--- src/rtl/booth_op_sequencer.sv ---
// booth_op_sequencer: buffers operand pairs, issues them to a fixed-latency Booth multiplier
// and presents each captured product on a valid/ready output stream.
module booth_op_sequencer #(
  parameter int DEPTH   = 4,
  parameter int AW      = 2,
  parameter int MUL_LAT = 18
) (
  input  logic        clk,
  input  logic        rst,
  input  logic        in_valid,
  output logic        in_ready,
  input  logic [31:0] in_a,
  input  logic [31:0] in_b,
  output logic        out_valid,
  input  logic        out_ready,
  output logic [63:0] out_result,
  output logic        mul_start,
  output logic [31:0] mul_in1,
  output logic [31:0] mul_in2,
  input  logic [63:0] mul_result,
  output logic        busy
);
  localparam int CW = $clog2(MUL_LAT);
  localparam logic [CW-1:0] LAST = CW'(MUL_LAT - 1);
  typedef enum logic [1:0] {IDLE, START, WAIT} state_e;
  state_e state_q, state_d;
  logic [63:0] fifo_q [DEPTH];
  logic [63:0] fifo_d [DEPTH];
  logic [AW-1:0] wr_ptr_q, wr_ptr_d, rd_ptr_q, rd_ptr_d;
  logic [AW:0] count_q, count_d;
  logic [CW-1:0] cnt_q, cnt_d;
  logic out_valid_q, out_valid_d, mul_start_q, mul_start_d;
  logic [63:0] out_result_q, out_result_d;
  logic [31:0] mul_in1_q, mul_in1_d, mul_in2_q, mul_in2_d;
  logic push, pop, empty, capture;
  assign empty      = count_q == '0;
  assign in_ready   = count_q != (AW+1)'(DEPTH);
  assign push       = in_valid & in_ready;
  assign pop        = (state_q == IDLE) & ~empty;
  // A finished result may wait in WAIT until the single output slot frees up.
  assign capture    = (state_q == WAIT) & (cnt_q == LAST) & (~out_valid_q | out_ready);
  assign out_valid  = out_valid_q;
  assign out_result = out_result_q;
  assign mul_start  = mul_start_q;
  assign mul_in1    = mul_in1_q;
  assign mul_in2    = mul_in2_q;
  assign busy       = (state_q != IDLE) | ~empty | out_valid_q;
  always_comb begin
    fifo_d = fifo_q;
    if (push) fifo_d[wr_ptr_q] = {in_a, in_b};
    wr_ptr_d     = push ? wr_ptr_q + 1'b1 : wr_ptr_q;
    rd_ptr_d     = pop ? rd_ptr_q + 1'b1 : rd_ptr_q;
    count_d      = count_q + (AW+1)'(push) - (AW+1)'(pop);
    state_d      = state_q == IDLE  ? (pop ? START : IDLE) :
                   state_q == START ? WAIT : (capture ? IDLE : WAIT);
    cnt_d        = state_q == START ? '0 :
                   (state_q == WAIT && cnt_q != LAST) ? cnt_q + 1'b1 : cnt_q;
    mul_start_d  = pop;
    mul_in1_d    = pop ? fifo_q[rd_ptr_q][63:32] : mul_in1_q;
    mul_in2_d    = pop ? fifo_q[rd_ptr_q][31:0] : mul_in2_q;
    out_valid_d  = capture | (out_valid_q & ~out_ready);
    out_result_d = capture ? mul_result : out_result_q;
  end
  always_ff @(posedge clk) fifo_q <= fifo_d;
  always_ff @(posedge clk) begin
    if (rst) begin
      state_q      <= IDLE;
      wr_ptr_q     <= '0;
      rd_ptr_q     <= '0;
      count_q      <= '0;
      cnt_q        <= '0;
      mul_start_q  <= 1'b0;
      mul_in1_q    <= '0;
      mul_in2_q    <= '0;
      out_valid_q  <= 1'b0;
      out_result_q <= '0;
    end else begin
      state_q      <= state_d;
      wr_ptr_q     <= wr_ptr_d;
      rd_ptr_q     <= rd_ptr_d;
      count_q      <= count_d;
      cnt_q        <= cnt_d;
      mul_start_q  <= mul_start_d;
      mul_in1_q    <= mul_in1_d;
      mul_in2_q    <= mul_in2_d;
      out_valid_q  <= out_valid_d;
      out_result_q <= out_result_d;
    end
  end
endmodule

--- config.mk ---
export PLATFORM = sky130hd
export DESIGN_NAME = booth_op_sequencer
export DESIGN_NICKNAME = d
export VERILOG_FILES = /design/src/rtl/booth_op_sequencer.sv
export SDC_FILE = /design/constraint.sdc
export NUM_CORES = 1
export LEC_CHECK = 0
export BUFFER_PORTS_ARGS = -buffer_cell sky130_fd_sc_hd__clkbuf_2
export CORE_ASPECT_RATIO = 2
export CORE_MARGIN = 2
export CORE_UTILIZATION = 60
export CTS_CLUSTER_DIAMETER = 100
export DETAILED_ROUTE_END_ITERATION = 10
export GPL_ROUTABILITY_DRIVEN = 0
export PLACE_DENSITY = 0.87
export SYNTH_ARGS = -nofsm -noshare
export SYNTH_HDL_FRONTEND = slang
export SYNTH_SLANG_ARGS = --single-unit
--- constraint.sdc ---
create_clock -name clk -period 5.8 [get_ports clk]
set_input_delay 0.58 -clock clk [delete_from_list [all_inputs] [get_ports clk]]
set_output_delay 0.58 -clock clk [all_outputs]
set_load 0.02 [all_outputs]
==> qor.csv <==
metric;value;unit
first_pass_iters;6;
hpwl;18700;microns
ant_nets;0;
fin_tns_setup;0;ps
grt_pass1_vias;9123;
maxSlewHeadroom;29.2;%
synth-seq-cells;400;
max-vdd-ir-drop;0.000280;V
rsz0062_at_grt;no;
die_area;26200;sq um
path_clk_slew;70;ps
ys_warn_count;0;
die_y;227;microns
max_freq;0.356;GHz
antenna_found_initial;2;
synth_edf_count;256;
wl_per_cell;21.1;microns
vias;8722;
slew_viol_final;0;
rows;81;
grt_usage;23.5;%
cts_sinks;400;
multiInputGateArea;3660;sq um
path_max_fanout;71;
cts.htree.levels;2;
highest_layer;met4;
clkLatencyLatePin;520;ps
tightest_slew;1060;ps
min_period_over_period;48.4;%
die_x;115;microns
power_leakage;0.00635;uW
postCtsHoldBufs;0;
end_kind;flip-flop;
nFillCells;1542;
synthesis.area;14900;sq um
synth-async-reset-ratio;0;%
met3_length;2010;microns
fin_crit;2810;ps
clockRootBuffer;clkbuf_16;
drc;0;
synth_top_area_share;51.6;%
post_cts_buffers;0;
critPathLaunchType;flip-flop;
pin_count;264;
place.port_buffers;263;
netlist_top_cells_area;edfxtp_1 52%, dfxtp_1 19%, mux4_2 9.7%;
synth_common_cells;256 x edfxtp_1, 144 x dfxtp_1, 73 x inv_1, 65 x a311oi_1;
hold_viol;0;
viasPerCell;5.94;
wl_met1;11100;microns
initial_core_util;61.0;%
final_nets;1247;
hp-class;primary input to flip-flop;
yosys.area.top_type;edfxtp_1;
overflow;0;
drtIter0Drc;537;
regArea;10600;sq um
core_area;24400;sq um
power;7840;uW
path_class;flip-flop to flip-flop;
status;complete, no violations;
skew;12.7;ps
cts-buffers-inserted;36;
ys_types;37;
powerDensity;448;nW/um^2
avgSynthCellArea;17.1;sq um
yosysMostFrequentCell;edfxtp_1;
syn_inst;871;
grt_pass1_wl;47500;microns
maxCapViolCount;0;
final_layout_size_suffix_gt1_share;37.2;%
grt_max_degree;72;
synthFlopType;edfxtp_1;
holdWs;277;ps
finalWirelength;31000;microns
cts_tree;yes;
cts_resized;0;
clk_path_buf_depth;3;
setup_viol;0;
area_delta_synth_final;17.5;%
worstPathRequired;6250;ps
synth.yosys.seq_area_share;71.0;%
syn-num-nets;1012;
worstPathArrival;3260;ps
route.met2.wl;16900;microns
-- metrics by stage --
step	utilization [%]	setup WS (ps)	instance area (sq um)	std cells
after floorplan	-	2980	14900	871
after global placement	66.7	2810	16300	1400
after detailed placement	66.7	2770	16300	1400
after CTS	71.6	3000	17500	1466
after global routing	71.6	2820	17500	1468
final	71.6	2990	17500	1469
-- layout make-up --
class,count,share of cell area (%)
clock inverter,19,1.22
clock buffer,47,5.56
timing repair buffer,271,7.87
antenna,3,0.0429
multi-input combinational,324,20.9
inverter,73,1.57
tap,332,2.37
sequential,400,60.5
-- per-layer routing --
metal  vias up  GRT usage, %
li1       3947             -
met1      4357          26.4
met2       352          42.6
met3        66          5.19
met4         0          9.44
met5         -             0
-- critical path, stage by stage (launching register included) --
cell and delay, ps:
dfxtp_1 390, ha_1 180, nor4bb_4 270, buf_4 610, and3_2 480, buf_4 520
a31o_1 230
-- report_power, final --
group,switching (uW),internal [uW],total (uW)
clock,1020,1380,2390
combinational,911,750,1660
sequential,340,3450,3790
total,2270,5570,7840
-- path summary, 6_finish.rpt --
| kind | cells past startpoint | from | slack, ps | to |
|---|---|---|---|---|
| min | 2 | mul_result[24] | 280 | out_result[24] |
| min reg2reg | 1 | mul_in1[6] | 480 | mul_in1[6] |
| max reg2reg | 6 | cnt_q[0] | 2990 | out_result[49] |
| max | 6 | cnt_q[0] | 2990 | out_result[49] |
-- sequential cells by signal, summed over array words and instances (netlist names), 2 cells and up --
name        count
count_q         3
mul_in1        32
mul_in2        32
cnt_q           5
fifo_q        256
state_q         2
wr_ptr_q        2
rd_ptr_q        2
out_result     64
-- cells by family (layout without fill, tap and decap cells) --
logic type | count (synthesis) | in the layout | share of synthesized area (%)
DFF | 400 | 400 | 71.0
AOI/OAI and AO/OA | 213 | 213 | 12.2
buffers and inverters | 147 | 410 | 4.80
muxes | 64 | 64 | 9.68
and+or+nand+nor | 37 | 37 | 1.53
adders and majority gates | 9 | 9 | 0.806
xor gates and xnor gates | 1 | 1 | 0.0588
other | 0 | 3 | 0
-- layout by cell type (no fill, tap or decap), types with 16 or more instances in the layout --
cell type	instances
a22o_1	64
dfxtp_1	142
inv_1	72
clkbuf_16	37
edfxtp_1	256
mux4_2	64
clkbuf_2	263
a311oi_1	65
a31o_1	49
a31o_2	16
(Power assumes the default switching activity.)
